**config.mk**
```make
export PLATFORM = sky130hd
export DESIGN_NAME = soft_tbm_daq_framer
export DESIGN_NICKNAME = d
export VERILOG_FILES = /design/src/rtl/soft_tbm_daq_framer.sv
export SDC_FILE = /design/constraint.sdc
export NUM_CORES = 1
export LEC_CHECK = 0
export ABC_AREA = 1
export BUFFER_PORTS_ARGS = -buffer_cell sky130_fd_sc_hd__clkbuf_2
export CAP_MARGIN = 20
export CORE_AREA = 5 5 290 292
export CTS_BUF_LIST = sky130_fd_sc_hd__clkbuf_4 sky130_fd_sc_hd__clkbuf_8
export DETAILED_ROUTE_END_ITERATION = 16
export DIE_AREA = 0 0 295 297
export PLACE_DENSITY = 0.76
export SYNTH_ARGS = -nofsm -noshare
export SYNTH_HDL_FRONTEND = slang
export SYNTH_SLANG_ARGS = --single-unit
```
**constraint.sdc**
```tcl
create_clock -name clk -period 7.6 [get_ports clk]
set_input_delay 0.38 -clock clk [delete_from_list [all_inputs] [get_ports clk]]
set_output_delay 0.38 -clock clk [all_outputs]
set_load 0.02 [all_outputs]
```
**src/rtl/soft_tbm_daq_framer.sv**
```systemverilog
// Frames soft-TBM daq words into sop/eop-marked events inside a FWFT FIFO that never overflows.
// Optional build macro DAQ_FRAMER_STATS_EN enables the evt/trunc/skip statistics counters.
module soft_tbm_daq_framer #(
    parameter int AW = 6
) (
    input  logic          clk,
    input  logic          reset,
    input  logic          clear,
    input  logic          daq_write,
    input  logic [15:0]   daq_data,
    output logic [15:0]   dout,
    output logic          dout_sop,
    output logic          dout_eop,
    output logic          dout_valid,
    input  logic          dout_ready,
    output logic [AW:0]   fill,
    output logic [15:0]   evt_cnt,
    output logic [15:0]   trunc_cnt,
    output logic [15:0]   skip_cnt
);

    localparam int          DEPTH        = 2 ** AW;
    localparam logic [AW:0] FILL_HDR_MAX = (AW + 1)'(DEPTH - 2);
    localparam logic [AW:0] FILL_LAST    = (AW + 1)'(DEPTH - 1);

    typedef enum logic [1:0] {ST_IDLE, ST_FRAME, ST_TRUNC, ST_SKIP} state_t;

    state_t          r_state;
    state_t          w_state_nxt;
    logic [17:0]     r_mem [DEPTH];
    logic [AW-1:0]   r_wr_ptr;
    logic [AW-1:0]   r_rd_ptr;
    logic [AW:0]     r_fill;
    logic            w_hdr;
    logic            w_trl;
    logic            w_push;
    logic            w_pop;
    logic [17:0]     w_word;

    assign w_hdr = (daq_data[15:12] == 4'hA);
    assign w_trl = (daq_data[15:12] == 4'hC);

    // Framing decisions look at the occupancy before this edge; a FRAME data word
    // never takes the last slot so any open frame can always write its trailer.
    always_comb begin
        // NOTE: every combinational output gets a default first so no latch is inferred.
        w_push      = 1'b0;
        w_word      = 18'd0;
        w_state_nxt = r_state;
        if (daq_write && !clear) begin
            case (r_state)
                ST_IDLE: begin
                    if (w_hdr) begin
                        if (r_fill <= FILL_HDR_MAX) begin
                            w_push      = 1'b1;
                            w_word      = {1'b1, 1'b0, daq_data};
                            w_state_nxt = ST_FRAME;
                        end else begin
                            w_state_nxt = ST_SKIP;
                        end
                    end
                end
                ST_FRAME: begin
                    if (w_trl) begin
                        w_push      = 1'b1;
                        w_word      = {1'b0, 1'b1, daq_data};
                        w_state_nxt = ST_IDLE;
                    end else if (w_hdr) begin
                        w_push      = 1'b1;
                        w_word      = {1'b0, 1'b1, 16'hC400};
                        w_state_nxt = ST_SKIP;
                    end else if (r_fill < FILL_LAST) begin
                        w_push      = 1'b1;
                        w_word      = {1'b0, 1'b0, daq_data};
                    end else begin
                        w_state_nxt = ST_TRUNC;
                    end
                end
                ST_TRUNC: begin
                    if (w_trl) begin
                        w_push      = 1'b1;
                        w_word      = {1'b0, 1'b1, daq_data | 16'h0800};
                        w_state_nxt = ST_IDLE;
                    end else if (w_hdr) begin
                        w_push      = 1'b1;
                        w_word      = {1'b0, 1'b1, 16'hCC00};
                        w_state_nxt = ST_SKIP;
                    end
                end
                ST_SKIP: begin
                    if (w_trl) w_state_nxt = ST_IDLE;
                end
                default: w_state_nxt = ST_IDLE;
            endcase
        end
    end

    // NOTE: all sequential state is updated with non-blocking assignments.
    always_ff @(posedge clk or posedge reset) begin
        if (reset) begin
            r_state <= ST_IDLE;
        end else if (clear) begin
            r_state <= ST_IDLE;
        end else begin
            r_state <= w_state_nxt;
        end
    end

    assign w_pop = dout_valid && dout_ready;

    always_ff @(posedge clk or posedge reset) begin
        if (reset) begin
            r_wr_ptr <= '0;
            r_rd_ptr <= '0;
            r_fill   <= '0;
        end else if (clear) begin
            r_wr_ptr <= '0;
            r_rd_ptr <= '0;
            r_fill   <= '0;
        end else begin
            if (w_push) r_wr_ptr <= r_wr_ptr + 1'b1;
            if (w_pop)  r_rd_ptr <= r_rd_ptr + 1'b1;
            case ({w_push, w_pop})
                2'b10:   r_fill <= r_fill + 1'b1;
                2'b01:   r_fill <= r_fill - 1'b1;
                default: r_fill <= r_fill;
            endcase
        end
    end

    // NOTE: storage is not reset; occupancy and pointers alone decide what is valid.
    always_ff @(posedge clk) begin
        if (w_push) r_mem[r_wr_ptr] <= w_word;
    end

    assign fill       = r_fill;
    assign dout_valid = (r_fill != '0);
    assign {dout_sop, dout_eop, dout} = dout_valid ? r_mem[r_rd_ptr] : 18'd0;

`ifdef DAQ_FRAMER_STATS_EN
    logic [15:0] r_evt_cnt;
    logic [15:0] r_trunc_cnt;
    logic [15:0] r_skip_cnt;
    logic        w_act;
    logic        w_evt_inc;
    logic        w_trunc_inc;
    logic        w_skip_inc;

    assign w_act       = daq_write && !clear;
    assign w_evt_inc   = w_act && (r_state == ST_FRAME) && w_trl;
    assign w_trunc_inc = w_act && (r_state == ST_TRUNC) && (w_trl || w_hdr);
    // Orphan words and dropped headers both count as skips.
    assign w_skip_inc  = w_act && (((r_state == ST_IDLE) && (!w_hdr || (r_fill > FILL_HDR_MAX)))
                                   || ((r_state == ST_FRAME) && w_hdr));

    always_ff @(posedge clk or posedge reset) begin
        if (reset) begin
            r_evt_cnt   <= '0;
            r_trunc_cnt <= '0;
            r_skip_cnt  <= '0;
        end else begin
            if (w_evt_inc   && (r_evt_cnt   != 16'hFFFF)) r_evt_cnt   <= r_evt_cnt + 1'b1;
            if (w_trunc_inc && (r_trunc_cnt != 16'hFFFF)) r_trunc_cnt <= r_trunc_cnt + 1'b1;
            if (w_skip_inc  && (r_skip_cnt  != 16'hFFFF)) r_skip_cnt  <= r_skip_cnt + 1'b1;
        end
    end

    assign evt_cnt   = r_evt_cnt;
    assign trunc_cnt = r_trunc_cnt;
    assign skip_cnt  = r_skip_cnt;
`else
    assign evt_cnt   = 16'd0;
    assign trunc_cnt = 16'd0;
    assign skip_cnt  = 16'd0;
`endif

endmodule
```
==> reports/results.txt <==
Outcome = completed
DRC Markers = 0
Worst slew pin tran = 1.160 ns
Cell-internal power = 10.40 mW
R2r startpoint = r_state[0]
Clock share of power = 0.331
Worst path required time = 7.22 ns
DIE HEIGHT = 297 µm
First-pass GRT wire length = 182400 µm
Starting density of the core = 0.5829
Max_cap viols = 0
Cell accounting for the most synthesized area = edfxtp_1
Total negative slack = 0 ns
WL per Instance = 24.54 µm
Area grow syn2layout = 9.981%
# hold bufs at CTS = 4
Skew final = 0.02789 ns
Crit path max fanout = 212
Area contributors post-synth = edfxtp_1 73%, o21ai_0 7.1%, nor2_1 6.5%
Count leader, synth = edfxtp_1
Post-layout min period = 5.450 ns
Max stage delay on crit path = 0.96 ns
Slew HR = 0.2257
Crit path from = r_rd_ptr[0]
Kind of critical path = flip-flop to output pin
Top cell type's share of synthesized area = 0.7298
H-tree levels = 4
TritonRoute pass-1 iters = 6
Syn Area/Cell = 12.60 µm²
Die ar. = 87620 µm²
Estimated wirelength of the detail-placed design = 63590 µm
DR iter-0 viols = 4450
Sequential share of the synthesized area = 0.7409
Layout cell share with drive strength beyond 1 = 0.1254
CP arrival = 5.07 ns
CTS tree = built
Num ports = 95
Routed Antenna Nets = 0
Maximum root-to-sink buffer count = 3
Worst hold start = daq_data[9]
Crit end category = output pin
DP Area = 48610 µm²
Via Count = 31810
DRT Wirelength = 123600 µm
Sequential share of power = 0.479
Leakage power = 17.59 nW
Design Area, Final = 52130 µm²
Fmax = 183.5 MHz
Aggregate global routing overflow = 0
Root Driver = clkbuf_8
Worst path slowest cell = dfrtp_4
Logic pwr share = 0.190
Final Cycle Share = 0.7171
Setup bufs post-CTS = 0
CTS buffer count = 178
Worst Hold Class = primary input to flip-flop
Ys async rst share = 0.01790
Ys flop type = edfxtp_1
Number of synthesized register bits = 1173
Vias in the first global route = 29910
Chip width = 295 µm
Post-Syn Area = 47400 µm²
# rows = 105
Final Setup Violations = 0
Largest net degree at the start of global routing = 226
Core ar. = 81320 µm²
EDFF count, synth = 1152
Vias per Instance = 6.316
Clock net sink count = 1173
Maximum vdd drop = 0.3940 mV
Clock Pin Slew Worst Setup and Hold Paths = 0.06 ns
Synth cell types = 41
Final GP Congestion = 0.8654
Antenna violations before repair = 1
NetSw = 4.563 mW
Gate Count Post-Synth = 3761
Overall routing resource usage = 0.2740
Post-cts sizing count = 0
RSZ-0062 raised after global routing = false
Slew Viols, Final = 0
Fin. Hold Viols = 0
Switching part of the total power = 0.3049
Final nets = 3861
Worst skew pair latency = 0.83 ns
CP Launch Type = flip-flop
Worst path cell trace = buf_4 -> buf_12 -> o21ai_0 -> o22ai_1 -> o21ai_1 -> o22ai_1 -> nand2_1 -> nand3_1 -> nand2_1 -> nor2_1 -> clkbuf_2
Synth warnings = 0
Power density over the cells = 287.1 nW/µm²
Port Buffers = 46
Synth cell count leaders = 1152 x edfxtp_1, 824 x nor2_1, 668 x o21ai_0, 345 x o22ai_1, 158 x nand2_1
registers in the layout (all words and copies together), names as in the netlist:
register / cells
fill: 7
r_mem: 1152
r_rd_ptr: 6
r_state: 2
r_wr_ptr: 6
cell usage in the layout, fill, tap and decap left out, types with 6 or more instances in the layout:
| cell | Yosys | layout |
|---|---|---|
| buf_8 | 0 | 6 |
| o21ai_1 | 64 | 64 |
| buf_4 | 60 | 80 |
| clkinv_1 | 2 | 46 |
| o21ai_0 | 668 | 667 |
| edfxtp_1 | 1152 | 1152 |
| nor3_1 | 8 | 6 |
| inv_2 | 5 | 17 |
| nor2_2 | 7 | 35 |
| clkbuf_4 | 0 | 58 |
| nor2_1 | 824 | 791 |
| clkinv_2 | 0 | 14 |
| a21oi_1 | 43 | 40 |
| nand2_1 | 158 | 158 |
| clkbuf_8 | 0 | 182 |
| dfrtp_1 | 21 | 17 |
| clkbuf_2 | 1 | 46 |
| inv_1 | 63 | 49 |
| ha_1 | 8 | 8 |
| buf_12 | 0 | 8 |
| o22ai_1 | 345 | 345 |
| nor2_4 | 1 | 6 |
| nand3_1 | 50 | 50 |
| nand2_2 | 8 | 8 |
| conb_1 | 1 | 48 |
final cells by class:
type	count	area (µm²)
Fill cell	5784	29190
Clock inverter	72	430.4
Tap cell	1070	1339
Clock buffer	240	2940
Multi-Input combinational cell	2263	10840
Timing Repair Buffer	145	1149
Inverter	71	292.8
Sequential cell	1173	35130
Antenna cell	2	5.005
worst max-delay path, delay by kind of cell (launching register included):
| family | cells | cell delay [ns] |
|---|---|---|
| compound gates | 4 | 0.78 |
| buf+inv | 3 | 1.55 |
| flops | 1 | 0.96 |
| simple gates | 4 | 0.74 |
power by group through the flow:
stage	Clock, mW	Combinational (mW)	Sequential, mW
2_1_floorplan	0	1.84	7.26
3_3_place_gp	0	2.70	7.30
3_5_place_dp	0	2.74	7.30
4_1_cts	5.00	2.76	7.16
5_1_grt	5.32	3.04	7.17
6_report	4.95	2.85	7.16
through the flow:
stage,std cells,hold slack [ns],power (mW),setup slack (ns),utilization
after floorplan,3808,0.3565,9.103,3.396,-
after global placement,4708,0.5499,9.999,3.163,0.5968
after detailed placement,4712,0.5622,10.04,3.145,0.5977
after CTS,5028,0.1695,14.92,2.261,0.6397
after global routing,5036,0.03675,15.53,1.909,0.6410
final,5036,0.03071,14.97,2.150,0.6410
per-layer routing:
| metal | global-route usage | routed length [µm] | up-vias |
|---|---|---|---|
| li1 | - | - | 13930 |
| met1 | 0.3887 | 45900 | 15370 |
| met2 | 0.4234 | 57590 | 2223 |
| met3 | 0.06406 | 15970 | 283 |
| met4 | 0.09691 | 4120 | 0 |
| met5 | 0 | 0 | - |
worst paths after layout:
kind / end / slack (ns) / cells past startpoint
worst max register to register: r_mem[57][3] / 3.51 / 11
min in group asynchronous: fill[4] / 0.35 / 3
worst max-delay path: dout[9] / 2.15 / 11
max in group asynchronous: r_rd_ptr[1] / 6.49 / 3
worst min register to register: fill[5] / 0.58 / 2
worst min-delay path: r_mem[56][9] / 0.03 / 3
logic make-up (layout without fill, tap and decap cells):
kind of cell | count (synthesis) | after routing | synth area share
compound gates | 1134 | 1134 | 0.1297
xor+xnor | 2 | 2 | 0.0003696
fa+ha+maj | 8 | 8 | 0.002112
buf+inv | 372 | 528 | 0.03756
flops | 1173 | 1173 | 0.7409
other cells | 1 | 50 | 0.00007912
simple gates | 1071 | 1071 | 0.08928
No activity file was read; power rests on OpenSTA's default activity.
